File: config.mk
export PLATFORM = sky130hd
export DESIGN_NAME = calc_keypad_alu
export DESIGN_NICKNAME = d
export VERILOG_FILES = /design/src/rtl/calc_keypad_alu.sv
export SDC_FILE = /design/constraint.sdc
export NUM_CORES = 1
export LEC_CHECK = 0
export ABC_AREA = 1
export CAP_MARGIN = 20
export CORE_ASPECT_RATIO = 0.8
export CORE_MARGIN = 2
export CORE_UTILIZATION = 45
export CTS_CLUSTER_SIZE = 20
export DETAILED_ROUTE_END_ITERATION = 8
export GPL_TIMING_DRIVEN = 0
export MAX_ROUTING_LAYER = met4
export SYNTH_ARGS = -nofsm -noshare
export SYNTH_HDL_FRONTEND = slang
export SYNTH_SLANG_ARGS = --single-unit
File: constraint.sdc
create_clock -name clk -period 12.85 [get_ports clk]
set_input_delay 2.57 -clock clk [delete_from_list [all_inputs] [get_ports clk]]
set_output_delay 2.57 -clock clk [all_outputs]
set_load 0.01 [all_outputs]
File: src/rtl/calc_keypad_alu.sv
// Keypad calculator core: debounces a one-hot key vector, builds decimal operands
// A/B and evaluates + - * in one cycle or / by restoring division.
//   state    | meaning
//   ENTER_A  | accumulating operand A digits
//   ENTER_B  | operator latched, accumulating operand B digits (division runs here)
//   SHOW_RES | result valid
//   ERROR    | divide by zero, only clear exits
module calc_keypad_alu #(
  parameter int DIGITS    = 4,
  parameter int OPW       = 14,
  parameter int TICK_DIV  = 5,
  parameter int DEB_TICKS = 4
) (
  input  logic             clk,
  input  logic             rst,
  input  logic [15:0]      key,
  output logic [OPW-1:0]   opa,
  output logic [OPW-1:0]   opb,
  output logic [1:0]       op,
  output logic [2*OPW-1:0] result,
  output logic [OPW-1:0]   remainder,
  output logic [1:0]       mode,
  output logic             result_valid,
  output logic             busy,
  output logic             err,
  output logic             key_evt
);
  localparam int TW = (TICK_DIV > 1) ? $clog2(TICK_DIV) : 1;
  localparam int DW = $clog2(DEB_TICKS + 1);
  localparam int CW = $clog2(DIGITS + 1);
  localparam int RW = 2 * OPW;
  localparam int KW = $clog2(OPW + 1);
  localparam logic [RW-1:0] MAXV = RW'(10 ** DIGITS - 1);

  typedef enum logic [1:0] {ENTER_A = 2'd0, ENTER_B = 2'd1, SHOW_RES = 2'd2, ERROR = 2'd3} mode_t;
  mode_t state;

  logic [TW-1:0]  tick_cnt;
  logic [15:0]    key_s;
  logic [DW-1:0]  deb_cnt, deb_next;
  logic           armed, tick, onehot, accept, rearm;
  logic [CW-1:0]  cnt_a, cnt_b;
  logic [3:0]     dig;
  logic [1:0]     op_key;
  logic [OPW-1:0] acc_a, acc_b;
  logic [RW-1:0]  ext_a, ext_b;
  logic [KW-1:0]  div_cnt;
  logic [OPW-1:0] div_r, div_q, r_new, q_new;
  logic [OPW:0]   r_sh, r_diff;
  logic           ge;

  assign mode         = state;
  assign result_valid = (state == SHOW_RES);
  assign err          = (state == ERROR);

  always_comb begin
    tick     = (tick_cnt == TW'(TICK_DIV - 1));
    deb_next = DW'(1);
    if (key == key_s)
      deb_next = (deb_cnt == DW'(DEB_TICKS)) ? deb_cnt : deb_cnt + DW'(1);
    onehot = (key != 16'd0) && ((key & (key - 16'd1)) == 16'd0);
    accept = tick && armed && onehot && (deb_next == DW'(DEB_TICKS));
    rearm  = tick && (key == 16'd0) && (deb_next == DW'(DEB_TICKS));
    dig = 4'd0;
    for (int i = 0; i < 10; i++)
      if (key[i]) dig = 4'(i);
    op_key = key[13] ? 2'd3 : key[12] ? 2'd2 : key[11] ? 2'd1 : 2'd0;
    acc_a = opa * OPW'(10) + OPW'(dig);
    acc_b = opb * OPW'(10) + OPW'(dig);
    ext_a = RW'(opa);
    ext_b = RW'(opb);
    // one restoring-division step: shift in next dividend bit, subtract if it fits
    r_sh   = {div_r, div_q[OPW-1]};
    r_diff = r_sh - {1'b0, opb};
    ge     = (r_sh >= {1'b0, opb});
    r_new  = ge ? r_diff[OPW-1:0] : r_sh[OPW-1:0];
    q_new  = {div_q[OPW-2:0], ge};
  end

  always_ff @(posedge clk or negedge rst) begin
    if (!rst) begin
      tick_cnt  <= '0;
      key_s     <= '0;
      deb_cnt   <= '0;
      armed     <= 1'b1;
      key_evt   <= 1'b0;
      state     <= ENTER_A;
      opa       <= '0;
      opb       <= '0;
      op        <= '0;
      cnt_a     <= '0;
      cnt_b     <= '0;
      result    <= '0;
      remainder <= '0;
      busy      <= 1'b0;
      div_cnt   <= '0;
      div_r     <= '0;
      div_q     <= '0;
    end else begin
      tick_cnt <= tick ? '0 : tick_cnt + TW'(1);
      key_evt  <= accept;
      if (tick) begin
        key_s   <= key;
        deb_cnt <= deb_next;
        if (accept)     armed <= 1'b0;
        else if (rearm) armed <= 1'b1;
      end
      if (busy) begin
        div_r   <= r_new;
        div_q   <= q_new;
        div_cnt <= div_cnt - KW'(1);
        if (div_cnt == KW'(1)) begin
          busy      <= 1'b0;
          result    <= RW'(q_new);
          remainder <= r_new;
          state     <= SHOW_RES;
        end
      end
      if (accept) begin
        if (key[15]) begin
          state     <= ENTER_A;
          opa       <= '0;
          opb       <= '0;
          op        <= '0;
          cnt_a     <= '0;
          cnt_b     <= '0;
          result    <= '0;
          remainder <= '0;
          busy      <= 1'b0;
          div_cnt   <= '0;
          div_r     <= '0;
          div_q     <= '0;
        end else if (!busy) begin
          case (state)
            ENTER_A: begin
              if (|key[9:0]) begin
                if (cnt_a < CW'(DIGITS)) begin
                  opa   <= acc_a;
                  cnt_a <= cnt_a + CW'(1);
                end
              end else if (|key[13:10]) begin
                op    <= op_key;
                opb   <= '0;
                cnt_b <= '0;
                state <= ENTER_B;
              end
            end
            ENTER_B: begin
              if (|key[9:0]) begin
                if (cnt_b < CW'(DIGITS)) begin
                  opb   <= acc_b;
                  cnt_b <= cnt_b + CW'(1);
                end
              end else if (|key[13:10]) begin
                if (cnt_b == '0) op <= op_key;
              end else if (key[14]) begin
                if (op != 2'd3) begin
                  result    <= (op == 2'd0) ? ext_a + ext_b :
                               (op == 2'd1) ? ext_a - ext_b : ext_a * ext_b;
                  remainder <= '0;
                  state     <= SHOW_RES;
                end else if (opb == '0) begin
                  state <= ERROR;
                end else begin
                  busy    <= 1'b1;
                  div_cnt <= KW'(OPW);
                  div_r   <= '0;
                  div_q   <= opa;
                end
              end
            end
            SHOW_RES: begin
              if (|key[9:0]) begin
                opa       <= OPW'(dig);
                cnt_a     <= CW'(1);
                opb       <= '0;
                cnt_b     <= '0;
                result    <= '0;
                remainder <= '0;
                state     <= ENTER_A;
              end else if (|key[13:10]) begin
                if (!result[RW-1] && result <= MAXV) begin
                  opa   <= result[OPW-1:0];
                  op    <= op_key;
                  opb   <= '0;
                  cnt_b <= '0;
                  state <= ENTER_B;
                end
              end
            end
            default: ;
          endcase
        end
      end
    end
  end
endmodule

==> results of run 1 <==
## cell usage in the layout, fill, tap and decap left out, drive strengths merged, types with 32 or more instances in the layout
cell           netlist  final
a21oi              117    117
clkbuf              75     94
clkdlybuf4s50        0     93
dfrtp              136    136
fa                 148    148
ha                 191    191
inv                503    503
nand2              761    761
nand3              165    165
nand4               49     49
nor2               243    243
nor3                32     32
o21ai              203    203
xnor2               34     34
## registers in the layout, summed over array words and instances (netlist names)
name	cells
opb	14
opa	14
busy	1
cnt_b	3
mode	2
cnt_a	3
div_cnt	4
result	28
div_q	14
key_s	16
op	2
deb_cnt	3
div_r	14
remainder	14
tick_cnt	3
armed	1
key_evt	1
## power by group through the flow
stage | clock, mW | sequential, mW | combinational [mW]
after global placement | 0 | 0.444 | 0.0477
final | 0.535 | 0.436 | 0.0497
after floorplan | 0 | 0.443 | 0.0225
after CTS | 0.540 | 0.436 | 0.0499
after detailed placement | 0 | 0.444 | 0.0493
after global routing | 0.558 | 0.436 | 0.0554
## final timing paths
path | to | cells past startpoint
worst max-delay path | result[27] | 30
worst min-delay path | tick_cnt[0] | 1
worst max register to register | result[27] | 30
worst min register to register | tick_cnt[0] | 1
max in group asynchronous | opa[11] | 2
min in group asynchronous | remainder[4] | 1
## metal layers
| metal | up-vias | global-route usage (%) | routed length, microns |
|---|---|---|---|
| met1 | 9196 | 51.2 | 34800 |
| met4 | 0 | 6.57 | 1220 |
| met2 | 819 | 44.3 | 28300 |
| met3 | 62 | 6.75 | 6940 |
| li1 | 9037 | - | - |
| met5 | - | - | 0 |
## logic make-up (layout without fill, tap and decap cells)
| kind of cell | after synthesis | count (layout) | synth area share (%) |
|---|---|---|---|
| adders and majority gates | 339 | 339 | 27.9 |
| AOI/OAI and AO/OA | 384 | 384 | 11.1 |
| buffers and inverters | 595 | 721 | 11.8 |
| xor gates and xnor gates | 59 | 59 | 2.69 |
| DFF | 137 | 137 | 17.8 |
| and+or+nand+nor | 1285 | 1285 | 28.7 |
## final cells by class
type	count	area (sq um)
Buffer	89	375
Clock buffer	19	443
Clock inverter	12	175
Fill cell	4219	20500
Inverter	506	1900
Multi-Input combinational cell	2067	13500
Sequential cell	137	3430
Tap cell	552	691
Timing Repair Buffer	95	970
## critical path: cells and delay by family (launching register included)
family | cells | cell delay [ns]
adder cells (fa/ha/maj) | 7 | 3.19
AND/OR/NAND/NOR | 15 | 1.88
buffers and inverters | 7 | 1.19
flip-flops | 1 | 0.97
AO/OA/AOI/OAI | 1 | 0.14
==> results_dict.tcl, run 1 <==
set metrics [dict create \
    instances_no_fill 3477 \
    totalWireLength_microns 71200 \
    p_leak_nw 12.0 \
    hp-class "reg -> reg" \
    grt_pass1_vias 17993 \
    grt_pass1_wl_microns 109000 \
    htree_levels 4 \
    viasPerCell 5.50 \
    diodes 0 \
    yosysSeqAreaShare_pct 17.8 \
    cp_slowest_cell "dfrtp_1" \
    power_density_mw_per_mm2 47.5 \
    core_area_sq_mm 0.0420 \
    irDropWorstVdd_uv 88.2 \
    post_cts_buffers 0 \
    cts.clk_slew.worst_paths_ns 0.06 \
    dpl.cell_count 3446 \
    finalSetupViolations 0 \
    p_sw_mw 0.244 \
    yosysWarnings 0 \
    power_mw 1.02 \
    clkLatencyLatePin_ns 0.45 \
    post_cts_resized 0 \
    crit_path_start_kind "flop" \
    hold_viol_final 0 \
    cts_root_buf "clkbuf_16" \
    nNetsFinal 3270 \
    dieHeight_microns 189 \
    tightest_slew_ns 1.02 \
    overflow 0 \
    crit_path_start "opa[7]" \
    rsz0062_at_grt "false" \
    die_w_microns 235 \
    drc_errors 0 \
    cp_common_cell "nand2_1" \
    fin_skew_ns 0.0106 \
    placed_cell_area_sq_mm 0.0209 \
    cp_max_fo 11 \
    synth_area_per_cell_sq_um 6.87 \
    synth_top_cell_area_share_pct 17.7 \
    yosysMostFrequentCell "nand2_1" \
    syn_to_final_growth_pct 11.9 \
    post-route-util_pct 51.2 \
    clock_path_buffers 2 \
    cts_tree "built" \
    clock_sinks 137 \
    gr-usage-all-layers_pct 33.3 \
    grt_max_degree 93 \
    hold_buffers 0 \
    timing.rr.start "opa[7]" \
    hold_ws_ns 0.464 \
    fmax_mhz 134 \
    drv_cap 0 \
    ys_ff_latch 137 \
    p_int_mw 0.777 \
    dr.pass1.iters 5 \
    drt_iter0_markers 2224 \
    die-area_sq_mm 0.0444 \
    finalWorstSetupSlack_ns 5.38 \
    combPwrFrac_pct 4.9 \
    reg2reg_slack_ns 5.38 \
    synth_edf_count 0 \
    p_seq_share_pct 42.7 \
    endpoint_kind "flop" \
    antenna_found_initial 0 \
    yosysTopAreaCell "dfrtp_1" \
    crit_required_ns 13.19 \
    syn_area_sq_mm 0.0192 \
    synthTopCellsByArea "dfrtp_1 (18%), fa_1 (15%), nand2_1 (14%)" \
    critPathArrivalTime_ns 7.81 \
    synth_nets 3156 \
    synth_common_cells "nand2_1 (739), inv_1 (494), nor2_1 (228)" \
    yosys_most_used_dff "dfrtp_1" \
    clockPowerShare_pct 52.4 \
    yosysUniqueCellTypes 53 \
    cts_buffers 17 \
    rows 67 \
    drive_gt1_share_pct 4.55 \
    fin_area_sq_mm 0.0215 \
    postRouteAntennaNets 0 \
    pre_cts_ws_ns 5.67 \
    slew_violations 0 \
    critPathKind "reg -> reg" \
    slew_headroom_pct 32.2 \
    finalCriticalPeriod_ns 7.47 \
    routedWlPerCell_microns 20.5 \
    async_reset_ff_share_pct 100 \
    dp_hpwl_microns 56300 \
    gp_congestion 0.982 \
    io_buffers 94 \
    status "finished clean" \
    worstHoldStart "tick_cnt[0]" \
    boundaryPins 96 \
    cp_slowest_stage_delay_ns 0.97 \
    synthesis.instances 2799 \
    switching_share_pct 23.9 \
    start_util_pct 45.8 \
    setup_tns_ns 0 \
    period_share_pct 58.2 \
    num_vias 19114 \
]
No activity file was read; power rests on OpenSTA's default activity.
==> inputs of run 2 (changes only) <==
Clock period 12.85 ns to 7.43 ns, I/O delays scaled along.
==> run 2 against run 1 <==
Effect of this change: sequential power up 73%; via count fell by 0.23%; cell count unchanged; critical path type unchanged; critical endpoint unchanged; die area stayed put; clock power increased by 73%; largest power group unchanged; count of clock-buffer cells in the layout did not move.
==> results_dict.tcl, run 2 (synthesis gave the netlist of run 1 again) <==
set metrics [dict create \
    cp_common_cell "nand2_1" \
    hold_ws_ns 0.463 \
    hold_viol_final 0 \
    drv_cap 0 \
    power_density_mw_per_mm2 82.1 \
    clock_path_buffers 2 \
    antenna_found_initial 0 \
    final_common_cell "nand2_1" \
    irDropWorstVdd_uv 153 \
    io_buffers 94 \
    dieHeight_microns 189 \
    slew_violations 0 \
    grt_max_degree 93 \
    postRouteAntennaNets 0 \
    reg2regPathDepth 27 \
    tightest_slew_ns 1.01 \
    clkLatencyLatePin_ns 0.45 \
    hold_path_depth 1 \
    diodes 0 \
    cts_tree "built" \
    routedWlPerCell_microns 20.5 \
    min_to "tick_cnt[0]" \
    drc_errors 0 \
    fillers 4218 \
    cp_slowest_stage_delay_ns 1.00 \
    grt_pass1_vias 17993 \
    power_mw 1.77 \
    rows 67 \
    largest_reg_flops 28 \
    viasPerCell 5.48 \
    die-area_sq_mm 0.0444 \
    fin_skew_ns 0.00942 \
    p_leak_nw 12.0 \
    rsz0062_at_grt "false" \
    cp_slowest_cell "dfrtp_1" \
    drive_gt1_share_pct 4.68 \
    gp_congestion 0.982 \
    boundaryPins 96 \
    totalWireLength_microns 71200 \
    hold_buffers 0 \
    largestRegisters "result (28), key_s (16)" \
    start_util_pct 45.8 \
    overflow 0 \
    timing.rr.start "opb[8]" \
    cts.clk_slew.worst_paths_ns 0.06 \
    cp_max_fo 10 \
    grt_pass1_wl_microns 109000 \
    critPathArrivalTime_ns 7.51 \
    core_area_sq_mm 0.0420 \
    syn_to_final_growth_pct 11.9 \
    dr.pass1.iters 6 \
    die_w_microns 235 \
    period_share_pct 96.5 \
    crit_path_start_kind "flop" \
    finalCriticalPeriod_ns 7.17 \
    reg2reg_slack_ns 0.26 \
    slew_headroom_pct 32.5 \
    htree_levels 4 \
    crit_required_ns 7.77 \
    worstReg2RegEnd "result[27]" \
    hp-class "reg -> reg" \
    endpoint_kind "flop" \
    worstHoldStart "tick_cnt[0]" \
    num_vias 19070 \
    critPathKind "reg -> reg" \
    finalSetupViolations 0 \
    dp_hpwl_microns 56300 \
    drt_iter0_markers 2106 \
    top_register "result" \
    layout_common_cells "nand2_1 (739), inv_1 (494), nor2_1 (228)" \
    clock_sinks 137 \
    cts_root_buf "clkbuf_16" \
    gr-usage-all-layers_pct 33.3 \
    fmax_mhz 140 \
    nNetsFinal 3270 \
    cts_buffers 17 \
    status "finished clean" \
]
run 2: cell counts in the layout (fill, tap and decap cells not counted):
No cell type changed its count.
run 2: layer usage:
| layer | part of all wire (%) | track usage (%) | wire length (microns) | up-vias |
|---|---|---|---|---|
| met3 | 9.4 | 6.75 | 6670 | 72 |
| met2 | 40 | 44.3 | 28300 | 836 |
| met4 | 1.7 | 6.57 | 1240 | 0 |
| met5 | 0 | - | 0 | - |
| li1 | - | - | - | 9027 |
| met1 | 49 | 51.2 | 35000 | 9135 |
run 2: how the worst max path moves through the flow:
| stage | from | end | slack, ns | cells past startpoint |
|---|---|---|---|---|
| finish | opb[8] | result[27] | 0.26 | 27 |
| global route | opa[7] | result[27] | 0.04 | 30 |
| CTS | opa[7] | result[27] | 0.24 | 30 |
| detailed placement | opa[6] | result[27] | 0.25 | 30 |
| global placement | rst | opb[6] | -1.01 | 1 |
| floorplan | opb[2] | result[23] | 1.85 | 26 |
run 2: power by group:
group	internal, mW	switching (mW)	total, mW
logic	0.0264	0.0593	0.0857
registers	0.751	0.00305	0.754
clock network	0.567	0.359	0.926
total	1.34	0.421	1.77
run 2: stage by stage:
step / setup slack (ns) / utilization, % / TNS [ns] / std cells / cell area (sq um)
4_1_cts: 0.244 / 51.2 / 0 / 3477 / 21500
3_5_place_dp: 0.252 / 49.7 / 0 / 3446 / 20900
2_1_floorplan: 1.85 / - / 0 / 2799 / 19200
5_1_grt: 0.0354 / 51.2 / 0 / 3477 / 21500
6_report: 0.262 / 51.2 / 0 / 3477 / 21500
3_3_place_gp: -1.01 / 49.6 / -133.93 / 3445 / 20900
run 2: worst max-delay path, delay by kind of cell (launching register included):
family | cells | cell delay (ns)
adders and majority gates | 7 | 3.44
and+or+nand+nor | 16 | 1.83
DFF | 1 | 1.00
buffers and inverters | 4 | 0.78
run 2: cell type report:
class / instances / area [sq um] / share of cell area (%)
Tap cell: 552 / 691 / 3.21
Clock buffer: 19 / 443 / 2.06
Timing Repair Buffer: 95 / 970 / 4.51
Sequential cell: 137 / 3430 / 16.0
Clock inverter: 12 / 175 / 0.815
Multi-Input combinational cell: 2067 / 13500 / 62.9
Inverter: 506 / 1900 / 8.83
Buffer: 89 / 378 / 1.76
run 2: timing repair:
action | CTS | global route
endpoints found under the setup margin | 0 | 5
buffers inserted | 0 | 0
gates resized for setup | 0 | 6
==> inputs of run 3 (changes only) <==
Settings changed: ABC_CLOCK_PERIOD_IN_PS from default to 7430, CTS_CLUSTER_DIAMETER from default to 60.
==> results of run 3 <==
No change in the layout: final DEF, timing and power equal those of run 2.
